[src/rtl/conv_pkg.sv]
// Shared widths, FSM encoding and kernel-row selection for the convolution window feeder.
package conv_pkg;

    localparam int unsigned PIX_W    = 8;
    localparam int unsigned KROWS    = 3;
    localparam int unsigned ROW_W    = KROWS * PIX_W;
    localparam int unsigned KERNEL_W = KROWS * ROW_W;

    typedef enum logic [1:0] {
        FILL  = 2'd0,
        EMIT0 = 2'd1,
        EMIT1 = 2'd2,
        EMIT2 = 2'd3
    } feed_state_t;

    // Row 0 lives in the low bits of the packed kernel.
    function automatic logic [ROW_W-1:0] kernel_row(input logic [KERNEL_W-1:0] k,
                                                    input logic [1:0]          idx);
        case (idx)
            2'd0:    return k[ROW_W-1:0];
            2'd1:    return k[2*ROW_W-1:ROW_W];
            default: return k[KERNEL_W-1:2*ROW_W];
        endcase
    endfunction

endpackage

[src/rtl/line_buffer.sv]
// One image line of storage; the same column is read then overwritten on each enabled edge.
module line_buffer
    import conv_pkg::*;
#(
    parameter int unsigned DEPTH = 8,
    parameter int unsigned WIDTH = PIX_W
) (
    input  logic                     clk,
    input  logic                     en,
    input  logic [$clog2(DEPTH)-1:0] addr,
    input  logic [WIDTH-1:0]         din,
    output logic [WIDTH-1:0]         dout
);

    logic [WIDTH-1:0] mem [DEPTH];

    assign dout = mem[addr];

    always_ff @(posedge clk) begin
        if (en) begin
            mem[addr] <= din;
        end
    end

endmodule

[src/rtl/conv_window_feeder.sv]
// Buffers two image lines, forms each complete 3x3 window and serialises it
// as three row slices with the matching kernel rows for the MAC.
module conv_window_feeder
    import conv_pkg::*;
#(
    parameter int unsigned IMG_W = 8,
    parameter int unsigned IMG_H = 8
) (
    input  logic                clk,
    input  logic                rst,
    input  logic [PIX_W-1:0]    pix_in,
    input  logic                pix_valid,
    output logic                pix_ready,
    input  logic [KERNEL_W-1:0] kernel_in,
    input  logic                kernel_load,
    output logic [ROW_W-1:0]    data,
    output logic [ROW_W-1:0]    weight,
    output logic [1:0]          row_idx,
    output logic                win_valid,
    output logic                win_last,
    output logic                frame_done
);

    localparam int unsigned COL_W = $clog2(IMG_W);
    localparam int unsigned LIN_W = $clog2(IMG_H);

    feed_state_t         state;
    logic [COL_W-1:0]    col;
    logic [LIN_W-1:0]    row;
    logic [PIX_W-1:0]    lb_a_out;
    logic [PIX_W-1:0]    lb_b_out;
    logic [ROW_W-1:0]    win_r0;
    logic [ROW_W-1:0]    win_r1;
    logic [ROW_W-1:0]    win_r2;
    logic [ROW_W-1:0]    shadow_r1;
    logic [ROW_W-1:0]    shadow_r2;
    logic                shadow_last;
    logic [KERNEL_W-1:0] kernel_q;

    logic                accept;
    logic                complete;
    logic                col_end;
    logic                row_end;
    logic                at_frame_end;
    logic                load_now;
    logic [ROW_W-1:0]    next_r0;
    logic [ROW_W-1:0]    next_r1;
    logic [ROW_W-1:0]    next_r2;
    logic [KERNEL_W-1:0] kernel_eff;

    // Ready only when the window slot is free or about to free up.
    assign pix_ready    = !rst && ((state == FILL) || (state == EMIT2));
    assign accept       = pix_valid && pix_ready;
    assign col_end      = (col == COL_W'(IMG_W - 1));
    assign row_end      = (row == LIN_W'(IMG_H - 1));
    assign at_frame_end = col_end && row_end;
    assign complete     = accept && (row >= LIN_W'(2)) && (col >= COL_W'(2));
    assign load_now     = kernel_load && (state == FILL);

    // A kernel loaded on the completing edge already applies to that window.
    assign kernel_eff   = load_now ? kernel_in : kernel_q;

    // Newest column enters the top byte; bytes below are columns c-1 and c-2.
    assign next_r0 = {lb_b_out, win_r0[ROW_W-1:PIX_W]};
    assign next_r1 = {lb_a_out, win_r1[ROW_W-1:PIX_W]};
    assign next_r2 = {pix_in,   win_r2[ROW_W-1:PIX_W]};

    line_buffer #(
        .DEPTH (IMG_W),
        .WIDTH (PIX_W)
    ) u_lb_a (
        .clk  (clk),
        .en   (accept),
        .addr (col),
        .din  (pix_in),
        .dout (lb_a_out)
    );

    line_buffer #(
        .DEPTH (IMG_W),
        .WIDTH (PIX_W)
    ) u_lb_b (
        .clk  (clk),
        .en   (accept),
        .addr (col),
        .din  (lb_a_out),
        .dout (lb_b_out)
    );

    always_ff @(posedge clk or posedge rst) begin
        if (rst) begin
            state       <= FILL;
            col         <= '0;
            row         <= '0;
            win_r0      <= '0;
            win_r1      <= '0;
            win_r2      <= '0;
            shadow_r1   <= '0;
            shadow_r2   <= '0;
            shadow_last <= 1'b0;
            kernel_q    <= '0;
            data        <= '0;
            weight      <= '0;
            row_idx     <= 2'd0;
            win_valid   <= 1'b0;
            win_last    <= 1'b0;
            frame_done  <= 1'b0;
        end else begin
            if (load_now) begin
                kernel_q <= kernel_in;
            end

            if (accept) begin
                col    <= col_end ? '0 : col + COL_W'(1);
                win_r0 <= next_r0;
                win_r1 <= next_r1;
                win_r2 <= next_r2;
                if (col_end) begin
                    row <= row_end ? '0 : row + LIN_W'(1);
                end
            end

            case (state)
                FILL, EMIT2: begin
                    win_last   <= 1'b0;
                    frame_done <= 1'b0;
                    if (complete) begin
                        state       <= EMIT0;
                        win_valid   <= 1'b1;
                        row_idx     <= 2'd0;
                        data        <= next_r0;
                        weight      <= kernel_row(kernel_eff, 2'd0);
                        shadow_r1   <= next_r1;
                        shadow_r2   <= next_r2;
                        shadow_last <= at_frame_end;
                    end else begin
                        state     <= FILL;
                        win_valid <= 1'b0;
                        row_idx   <= 2'd0;
                    end
                end
                EMIT0: begin
                    state   <= EMIT1;
                    row_idx <= 2'd1;
                    data    <= shadow_r1;
                    weight  <= kernel_row(kernel_q, 2'd1);
                end
                EMIT1: begin
                    state      <= EMIT2;
                    row_idx    <= 2'd2;
                    data       <= shadow_r2;
                    weight     <= kernel_row(kernel_q, 2'd2);
                    win_last   <= 1'b1;
                    frame_done <= shadow_last;
                end
                default: begin
                    state <= FILL;
                end
            endcase
        end
    end

endmodule

[config.mk]
export PLATFORM = sky130hd
export DESIGN_NAME = conv_window_feeder
export DESIGN_NICKNAME = d
export VERILOG_FILES = /design/src/rtl/conv_pkg.sv /design/src/rtl/line_buffer.sv /design/src/rtl/conv_window_feeder.sv
export SDC_FILE = /design/constraint.sdc
export NUM_CORES = 1
export LEC_CHECK = 0
export ABC_AREA = 1
export CAP_MARGIN = 20
export CORE_ASPECT_RATIO = 0.8
export CORE_MARGIN = 2
export CORE_UTILIZATION = 57
export DETAILED_ROUTE_END_ITERATION = 12
export PLACE_DENSITY = 0.79
export SYNTH_ARGS = -nofsm -noshare
export SYNTH_HDL_FRONTEND = slang
export SYNTH_SLANG_ARGS = --single-unit
export TNS_END_PERCENT = 5
[constraint.sdc]
create_clock -name clk -period 10.58 [get_ports clk]
set_input_delay 2.116 -clock clk [delete_from_list [all_inputs] [get_ports clk]]
set_output_delay 2.116 -clock clk [all_outputs]
set_load 0.01 [all_outputs]
## After elaboration in Yosys (flattened, before gate mapping)

Memory sizes are Yosys's and may differ from the RTL's.
Index checks and enable logic that the tools add are counted.
W data, S select, Z words.

- Logic and storage cells: 57
- Memories kept: 2
- Output and inout bits: 54
- Bits in latches: 0
- Flip-flop bits (word level): 254
- Bits of input ports: 84
- Memory bits (read-only): 0
- Bits in writable memories: 128

- Muxes and demuxes: 15
- Reductions and logical operators: 13
- Order comparisons: 2
- Equal/unequal tests: 6
- Shift-type cells: 0
- Multipliers: 0
- Divide/modulo/power cells: 0
- Add/subtract/negate cells: 2
- Bitwise logic cells: 0

Memories:

| name | words | width | read ports | clocked after Yosys merged registers in | write ports | line | text |
|---|---|---|---|---|---|---|---|
| u_lb_a.mem | 8 | 8 | 1 | 0 | 1 | line_buffer.sv:15 | `logic [WIDTH-1:0] mem [DEPTH];` |
| u_lb_b.mem | 8 | 8 | 1 | 0 | 1 | line_buffer.sv:15 |  |

Operator list:

| cell | number |
|---|---|
| $pmux W24 S3 | 2 |
| $mux W24 | 3 |
| $pmux W2 S3 | 2 |
| $add A3 B1 Y3 const B | 2 |
| $eq A3 B3 Y1 const B | 2 |
| $ge A3 B2 Y1 const B | 2 |
| $logic_and A1 B1 Y1 | 6 |
| $mux W3 | 2 |
| $eq A2 B2 Y1 const B | 2 |
| $mux W1 | 4 |
| $pmux W1 S2 | 2 |
| $reduce_and A2 Y1 | 2 |
| $eq A2 B1 Y1 const B | 1 |
| $logic_not A2 Y1 | 1 |
| $ne A2 B2 Y1 const B | 1 |
| $reduce_bool A2 Y1 | 1 |
| $reduce_or A2 Y1 | 1 |
| $logic_not A1 Y1 | 1 |
| $logic_or A1 B1 Y1 | 1 |

## Logic depth before layout (Yosys ltp)

Gate-level depths: netlist (run 1).

- Depth in word-level cells: 8
- Gate-level depth with buffers: 11
- Depth with buffers taken out: 10

## Cells and area by module

From an unflattened synthesis (run 1), not the netlist that was laid out.

- Cells, all modules: 1771
- Area, all modules: 15686.3 µm²

Modules (own cells, without submodules):

| module | cells an instance | instances | area each (µm²) |
|---|---|---|---|
| conv_window_feeder | 1227 | 1 | 10158.5 |
| line_buffer | 272 | 2 | 2763.9 |

## Worst setup path after synthesis (run 1)

OpenSTA, ideal clock, no wires.

- Kind: input-to-reg
- Start point: input rst
- End point: register weight[10]
- Setup time: 0.121 ns
- Arrival time: 8.007 ns
- Required time: 10.459 ns
- Setup slack: 2.452 ns
- Stages on the path: 9
- Path buffers: 1
- Cell sequence: inv_1 nand2_2 nor2_4 nand3_4 nand2_2 inv_2 buf_2 nand2_1 nand2_1

- Cells in the longest elaborated chain, start to end: 6

Ends and longest elaborated chain:

| what | line | text |
|---|---|---|
| from (decl) | conv_window_feeder.sv:10 | `input logic rst,` |
| $logic_not A1 Y1 (no line) | -- |  |
| $logic_and A1 B1 Y1 | conv_window_feeder.sv:52 | `assign pix_ready = !rst && ((state == FILL) \|\| (state == EMIT2));` |
| $logic_and A1 B1 Y1 | conv_window_feeder.sv:53 | `assign accept = pix_valid && pix_ready;` |
| $logic_and A1 B1 Y1 (2 in a row) | conv_window_feeder.sv:57 | `assign complete = accept && (row >= LIN_W'(2)) && (col >= COL_W'(2));` |
| $ne A2 B2 Y1 (no line) | -- |  |
| to (signal assigned) | conv_window_feeder.sv:132 | `weight <= kernel_row(kernel_eff, 2'd0);` |
| to (signal assigned) | conv_window_feeder.sv:146 | `weight <= kernel_row(kernel_q, 2'd1);` |
| to (signal assigned) | conv_window_feeder.sv:152 | `weight <= kernel_row(kernel_q, 2'd2);` |
| to (decl) | conv_window_feeder.sv:17 | `output logic [ROW_W-1:0] weight,` |

Every way passes these cells.
A chain may end at the register's enable or synchronous reset.

## Final worst setup path (run 1)

- Start point: input rst
- End point: output pix_ready

- Cells in the longest elaborated chain, start to end: 2

Ends and longest elaborated chain:

| what | line | text |
|---|---|---|
| $logic_not A1 Y1 (no line) | -- |  |
| $logic_and A1 B1 Y1 | conv_window_feeder.sv:52 |  |
| to (decl) | conv_window_feeder.sv:13 | `output logic pix_ready,` |

Every way passes these cells.

==> impl_metrics.tcl, run 1 <==
set metrics [dict create \
    period_share 0.520 \
    yosys_warnings 0 \
    grt_antenna_before_repair 0 \
    clockRootBuffer "clkbuf_16" \
    synth_cell_types 26 \
    grt_pass1_vias 11100 \
    die_x_um 184 \
    rows 52 \
    path_class "in2out" \
    die_h_um 148 \
    cts_made_buffers 36 \
    finalSetupViolCount 0 \
    cts_buffer_depth 3 \
    cts_tree "done" \
    power_mw 5.21 \
    final.setup.tns_ns 0 \
    finalCriticalPeriod_ns 5.50 \
    drive_gt1_frac 0.0689 \
    core-area_mm2 0.0254 \
    syn_nets 1600 \
    timing.fmax_mhz 182 \
    globalplace.congestion 0.784 \
    cp_slowest_stage_delay_ns 0.56 \
    dp.final_hpwl_um 20900 \
    yosys-top-cells-area "dfrtp_1, edfxtp_1, nand2_1" \
    synthCells 1507 \
    cts_hold_buf 0 \
    powerDensity_mw_per_mm2 296 \
    leakagePower_nw 8.13 \
    netlist_area_mm2 0.0148 \
    synth_top_area_share 0.390 \
    die_area_mm2 0.0272 \
    grt_max_degree 110 \
    synth_common_cells "nand2_1, dfrtp_1, inv_1" \
    worst_setup_path_end_kind "primary output" \
    hold_violations 0 \
    worstPathRequired_ns 8.46 \
    synth_most_common_cell "nand2_1" \
    ys_seq_area_frac 0.651 \
    crit_top_cell "clkdlybuf4s50_1" \
    crit_fanout 2 \
    drt_wl_total_um 34800 \
    synthArstFlopShare 0.642 \
    drc 0 \
    final_util 0.693 \
    fin_area_mm2 0.0176 \
    synth_flop_cell "dfrtp_1" \
    cp_top_family "buffers and inverters" \
    cts_resized 0 \
    gr-total-overflow 0 \
    yosysTopAreaCell "dfrtp_1" \
    start_kind "input port" \
    hold_path_class "reg2reg" \
    post_cts_buffers 0 \
    io_pins 138 \
    avgSynthCellArea_um2 9.79 \
    crit_arrival_ns 3.39 \
    clkLatencyLatePin_ns 0.51 \
    slew_headroom 0.246 \
    track_usage 0.261 \
    critPathBufInv 2 \
    grt_pass1_wl_um 56200 \
    finClkSkew_ns 0.0254 \
    dr_total_vias 11000 \
    place_area_mm2 0.0163 \
    cts_sinks 358 \
    clkTransAtPathRegs_ns 0.06 \
    finalNetCount 1704 \
    crit_slowest_cell "clkdlybuf4s50_1" \
    tightest_slew_ns 1.13 \
    insertedDiodeCount 0 \
    whs_ns 0.474 \
    crit_chain "clkdlybuf4s50_1 -> nor2_1 -> clkdlybuf4s50_1" \
    report.final.slew_viol_count 0 \
    numPortBuffers 137 \
    rsz0062_at_grt "false" \
    max-vdd-ir-drop_v 0.000183 \
    status "completed" \
    nFillCells 1758 \
    vias_per_cell 5.59 \
    first_iter_violations 931 \
    detail_route.wl_per_cell_um 17.7 \
    drt_first_pass_iters 5 \
    synth_edf_count 128 \
    area_growth_syn_to_layout_pct 19.2 \
    cap_viol_max_count 0 \
    start_util 0.581 \
    h-tree-depth 2 \
    ys_ff_latch 358 \
    final_antenna_net_count 0 \
]
==> sequential cells by signal, indices dropped and copies added, names as in the netlist, 2 cells and up <==
name,flops
state,2
shadow_r1,24
data,24
win_r1,16
u_lb_a.mem,64
kernel_q,72
row_idx,2
row,3
shadow_r2,24
u_lb_b.mem,64
win_r0,16
weight,24
col,3
win_r2,16
==> layout by cell type (no fill, tap or decap), types with 26 or more instances in the layout <==
cell type and instances:
nand3_1 50, inv_1 139, clkdlybuf4s50_1 137, a21oi_1 72
nor2_1 81, o21ai_0 93, o22ai_1 26, nand2_1 469
edfxtp_1 128, nand4_1 64, clkbuf_16 38, dfrtp_1 228
==> worst reg2reg max path, stage by stage, from the launching register on <==
cell     delay [ns]
dfrtp_1        0.40
inv_1          0.09
ha_1           0.52
inv_2          0.44
nand2_2        0.12
nor2_4         0.49
nand3_4        0.09
buf_4          0.36
inv_2          0.30
buf_4          0.63
nand3_1        0.25
o21ai_1        0.14
==> area by class of cell <==
cell class,count,area (µm²),share of cell area
Clock buffer,48,1020,0.0579
Clock inverter,18,234,0.0133
Inverter,146,556,0.0316
Multi-Input combinational cell,912,4240,0.241
Sequential cell,358,9600,0.546
Tap cell,324,405,0.0231
Timing Repair Buffer,157,1520,0.0865
==> cells by family (layout without fill, tap and decap cells) <==
logic type | count (synthesis) | count (layout) | synth area share
muxes | 10 | 10 | 0.00763
DFF | 358 | 358 | 0.651
adders and majority gates | 9 | 9 | 0.00763
buffers and inverters | 237 | 369 | 0.0656
and+or+nand+nor | 679 | 679 | 0.191
AOI/OAI and AO/OA | 214 | 214 | 0.0772
==> metal layers <==
layer / GRT usage / routed length (µm)
met5: 0 / 0
met4: 0.0900 / 887
met3: 0.0458 / 2280
met2: 0.423 / 17000
met1: 0.363 / 14700
==> per-stage QoR <==
step                      cells  setup WS [ns]
after detailed placement   1897           5.01
final                      1963           5.08
after floorplan            1507           2.12
after global routing       1963           5.02
after global placement     1897           5.09
after CTS                  1963           5.07
==> path summary, 6_finish.rpt <==
| path | from | to | slack [ns] | cells after the start |
|---|---|---|---|---|
| worst max-delay path | rst | pix_ready | 5.08 | 3 |
| worst min-delay path | weight[0] | weight[0] | 0.47 | 2 |
| worst max register to register | state[0] | shadow_last | 6.64 | 11 |
| worst min register to register | weight[0] | weight[0] | 0.47 | 2 |
| max in group asynchronous | rst | kernel_q[15] | 6.98 | 3 |
| min in group asynchronous | rst | kernel_q[18] | 2.14 | 2 |
==> where the power goes <==
group / switching [mW] / internal [mW] / total (mW)
Clock: 0.516 / 0.804 / 1.32
Sequential: 0.182 / 1.92 / 2.11
Combinational: 1.21 / 0.568 / 1.78
Total: 1.91 / 3.30 / 5.21
Note: power is estimated with default switching activity, not from simulation.
==> run 2: changes to the inputs <==
clock period = 5.7 ns   (was 10.58 ns; I/O delays follow)
==> impl_metrics.tcl, run 2 (synthesized netlist as in run 1, its figures left out) <==
set metrics [dict create \
    status "completed" \
    final_antenna_net_count 0 \
    crit_path_end "weight[12]" \
    pwr-share-clk 0.235 \
    cts_hold_buf 0 \
    gr-usage-met2 0.413 \
    crit_arrival_ns 4.18 \
    h-tree-depth 2 \
    area_growth_syn_to_layout_pct 18.4 \
    hold_path_class "reg2reg" \
    critPathBufInv 4 \
    report.final.slew_viol_count 0 \
    die_x_um 184 \
    path_class "reg2reg" \
    first_iter_violations 908 \
    largest_registers "kernel_q: 72 flops, u_lb_a.mem: 64 flops, u_lb_b.mem: 64 flops" \
    drt_first_pass_iters 5 \
    share_seq_of_total_power 0.415 \
    grt_pass1_wl_um 55600 \
    drive_gt1_frac 0.0647 \
    clkTransAtPathRegs_ns 0.06 \
    cts_made_buffers 36 \
    clockRootBuffer "clkbuf_16" \
    cts_tree "done" \
    internal_power_mw 5.91 \
    worst_setup_path_end_kind "flop" \
    cp_slowest_stage_delay_ns 0.66 \
    dp.final_hpwl_um 21500 \
    globalplace.congestion 0.798 \
    grt_max_degree 153 \
    reg2reg_setup_slack_ns 1.96 \
    crit_top_cell "inv_2" \
    insertedDiodeCount 0 \
    finalNetCount 1705 \
    period_share 0.657 \
    leakagePower_nw 8.06 \
    hold_violations 0 \
    cts_buffer_depth 3 \
    drc 0 \
    cap_viol_max_count 0 \
    cts_resized 0 \
    tightest_slew_ns 1.09 \
    start_kind "flop" \
    max-vdd-ir-drop_v 0.000340 \
    powerDensity_mw_per_mm2 541 \
    drt_wl_total_um 34500 \
    crit_fanout 46 \
    crit_slowest_cell "inv_2" \
    cp-startpoint "state[0]" \
    r2r-start "state[0]" \
    core-area_mm2 0.0254 \
    dr_total_vias 10800 \
    crit_chain "inv_1 -> ha_1 -> inv_2 -> nand2_2 -> nor2_4 -> nand3_4 -> inv_2 -> buf_4 -> a21oi_1 -> nand2_1" \
    top_usage_layer "met2" \
    power_frac_comb 0.350 \
    post_cts_buffers 0 \
    largest_register_ffs 72 \
    mostFrequentLayoutCell "nand2_1" \
    cp_top_family "buffers and inverters" \
    grt_use_met1 0.371 \
    finalSetupViolCount 0 \
    vias_per_cell 5.52 \
    detail_route.wl_per_cell_um 17.6 \
    final_cell_mix "nand2_1, dfrtp_1, inv_1" \
    final.setup.tns_ns 0 \
    switchingPower_mw 3.54 \
    timing.fmax_mhz 267 \
    fin_area_mm2 0.0175 \
    rsz0062_at_grt "false" \
    finClkSkew_ns 0.0205 \
    start_util 0.581 \
    rows 52 \
    track_usage 0.260 \
    cts_sinks 358 \
    worstSetupPathDepth 10 \
    r2r_end "weight[12]" \
    die_area_mm2 0.0272 \
    finalCriticalPeriod_ns 3.74 \
    numPortBuffers 137 \
    reg2reg_depth 10 \
    switching_share 0.374 \
    place_area_mm2 0.0163 \
    die_h_um 148 \
    top_register "kernel_q" \
    worstPathRequired_ns 6.13 \
    gr-total-overflow 0 \
    whs_ns 0.467 \
    slew_headroom 0.269 \
    clkLatencyLatePin_ns 0.52 \
    grtUsageMet3 0.0466 \
    grt_antenna_before_repair 0 \
    io_pins 138 \
    grt_pass1_vias 10800 \
]
## run 2: changes by cell type in the layout (fill, tap and decap cells not counted), moves of 2 or more
cell | previous run | this run
clkbuf_8 | 3 | 6
clkinv_2 | 10 | 5
inv_6 | 0 | 2
nor3_2 | 2 | 0
bufinv_16 | 5 | 0
clkbuf_1 | 7 | 13
nor3_4 | 0 | 2
## run 2: routing by layer
metal  share of wire  routed length, µm
met3           0.071               2470
met4           0.025                877
met5               0                  0
met1            0.43              15000
met2            0.47              16200
## run 2: worst min-delay path: stages (launching register included)
cell and delay [ns]:
dfrtp_1 0.32, nand2_1 0.05, nand2_1 0.06
## run 2: layout make-up
type                       count  area, µm²
clock buffer                  56       1060
clock inverter                 9       55.1
fill                        1877       7910
inverter                     146        552
multi-input combinational    912       4260
sequential                   358       9600
tap                          324        405
timing repair buffer         158       1540
## run 2: through the flow
step	utilization	cells	total power [mW]	setup WS (ns)
floorplan	-	1507	6.09	0.0785
global placement	0.644	1897	7.10	1.81
detailed placement	0.644	1897	7.24	1.73
CTS	0.688	1962	9.46	2.02
global route	0.688	1963	10.1	1.66
finish	0.688	1963	9.45	1.96
## run 2: how the worst min path moves through the flow
stage                 start  slack, ns      endpoint  cells past startpoint
6_report        kernel_q[2]       0.47   kernel_q[2]                      2
3_5_place_dp    kernel_q[2]       0.46   kernel_q[2]                      2
3_3_place_gp    kernel_q[2]       0.45   kernel_q[2]                      2
4_1_cts         kernel_q[2]       0.47   kernel_q[2]                      2
5_1_grt          win_r1[12]       0.50  shadow_r1[4]                      2
2_1_floorplan  kernel_q[10]       0.44  kernel_q[10]                      2
## run 2: power by group through the flow
stage | clock, mW | sequential (mW) | combinational, mW
after floorplan | 0 | 3.91 | 2.18
after global placement | 0 | 3.93 | 3.18
after detailed placement | 0 | 3.95 | 3.28
after CTS | 2.24 | 3.92 | 3.31
after global routing | 2.35 | 3.99 | 3.73
final | 2.22 | 3.92 | 3.31
==> run 3: changes to the inputs <==
clock period = 3.7 ns   (was 5.7 ns; I/O delays follow)
==> impl_metrics.tcl, run 3 (synthesized netlist as in run 1, its figures left out) <==
set metrics [dict create \
    period_share 0.749 \
    track_usage 0.265 \
    final_cells 1980 \
    final_cell_mix "nand2_1, dfrtp_1, inv_1" \
    top_register "kernel_q" \
    h-tree-depth 2 \
    slew_headroom 0.413 \
    cts_sinks 358 \
    drt_first_pass_iters 5 \
    finalNetCount 1721 \
    timing.fmax_mhz 361 \
    place_area_mm2 0.0165 \
    status "completed" \
    min_from "kernel_q[2]" \
    path_class "reg2out" \
    clkTransAtPathRegs_ns 0.06 \
    dr_total_vias 11000 \
    largest_registers "kernel_q: 72 flops, u_lb_a.mem: 64 flops, u_lb_b.mem: 64 flops" \
    cts_made_buffers 36 \
    worst_setup_path_end_kind "primary output" \
    globalplace.congestion 0.807 \
    reg2reg_setup_slack_ns 1.21 \
    share_seq_of_total_power 0.407 \
    mostFrequentLayoutCell "nand2_1" \
    cts_hold_buf 0 \
    pwr-share-clk 0.248 \
    cts_tree "done" \
    insertedDiodeCount 0 \
    powerDensity_mw_per_mm2 847 \
    post_cts_buffers 0 \
    numPortBuffers 137 \
    start_kind "flop" \
    clockRootBuffer "clkbuf_16" \
    crit_arrival_ns 2.03 \
    final_antenna_net_count 0 \
    leakagePower_nw 8.21 \
    grt_antenna_before_repair 0 \
    cts_resized 0 \
    drt_wl_total_um 35400 \
    dp.cells 1913 \
    first_iter_violations 1156 \
    crit_fanout 3 \
    vias_per_cell 5.54 \
    report.final.slew_viol_count 0 \
    grt_pass1_wl_um 56300 \
    die_h_um 148 \
    io_pins 138 \
    grt_max_degree 163 \
    gr-total-overflow 0 \
    switching_share 0.371 \
    fin_area_mm2 0.0177 \
    drive_gt1_frac 0.0785 \
    rows 52 \
    power_frac_comb 0.345 \
    die_x_um 184 \
    switchingPower_mw 5.57 \
    finalSetupViolCount 0 \
    drc 0 \
    tightest_slew_ns 0.880 \
    largest_register_ffs 72 \
    grt_pass1_vias 10800 \
    finClkSkew_ns 0.0173 \
    dp.final_hpwl_um 21600 \
    hold_violations 0 \
    cap_viol_max_count 0 \
    cp-startpoint "state[0]" \
    die_area_mm2 0.0272 \
    start_util 0.581 \
    internal_power_mw 9.44 \
    r2r-start "state[0]" \
    finalCriticalPeriod_ns 2.77 \
    rsz0062_at_grt "false" \
    area_growth_syn_to_layout_pct 20.2 \
    clkLatencyLatePin_ns 0.53 \
    hold_path_class "reg2reg" \
    core-area_mm2 0.0254 \
    max-vdd-ir-drop_v 0.000508 \
    cts_buffer_depth 3 \
    detail_route.wl_per_cell_um 17.9 \
    worstPathRequired_ns 2.96 \
]
==> run 3: changes by cell type in the layout (fill, tap and decap cells not counted), sizes merged <==
cell / previous run / this run
bufinv: 0 / 1
buf: 21 / 37
clkbuf: 56 / 58
clkinv: 7 / 5
==> run 3: path summary, 6_finish.rpt <==
kind                               end  cells after the start
min in group asynchronous   weight[21]                      3
setup / recovery             pix_ready                      4
max in group asynchronous       col[0]                      3
hold reg to reg            kernel_q[2]                      2
setup reg to reg            weight[23]                      9
hold / removal             kernel_q[2]                      2
==> run 3: cell type report <==
class,count,area [µm²]
inverter,146,552
timing repair buffer,174,1690
clock inverter,8,87.6
sequential,358,9600
tap,324,405
fill,1811,7640
multi-input combinational,912,4240
clock buffer,58,1160
==> run 3: layer usage <==
layer,global-route usage,part of all wire,vias up
li1,-,-,5184
met1,0.371,0.42,5289
met2,0.425,0.48,436
met3,0.0488,0.075,65
met4,0.0828,0.024,0
met5,0,0,-
==> run 3: through the flow <==
| step | utilization | TNS [ns] | power (mW) | hold WS [ns] | worst slack, ns |
|---|---|---|---|---|---|
| after floorplan | - | -172.45 | 9.39 | 0.438 | -1.40 |
| after global placement | 0.649 | 0 | 11.0 | 0.453 | 0.935 |
| after detailed placement | 0.649 | 0 | 11.2 | 0.458 | 0.876 |
| after CTS | 0.698 | 0 | 15.0 | 0.471 | 0.907 |
| after global routing | 0.699 | 0 | 16.0 | 0.488 | 0.820 |
| final | 0.699 | 0 | 15.0 | 0.472 | 0.929 |
==> run 3: power by group through the flow <==
stage | logic [mW] | registers (mW) | clock network (mW)
detailed placement | 5.08 | 6.14 | 0
global route | 5.79 | 6.22 | 3.97
CTS | 5.14 | 6.09 | 3.77
floorplan | 3.36 | 6.03 | 0
global placement | 4.89 | 6.11 | 0
finish | 5.18 | 6.11 | 3.73
==> run 3: critical path, cell delays in order, from the launching register on <==
cell	delay, ns
dfrtp_1	0.38
inv_1	0.07
ha_1	0.33
nor2_1	0.17
clkdlybuf4s50_1	0.56
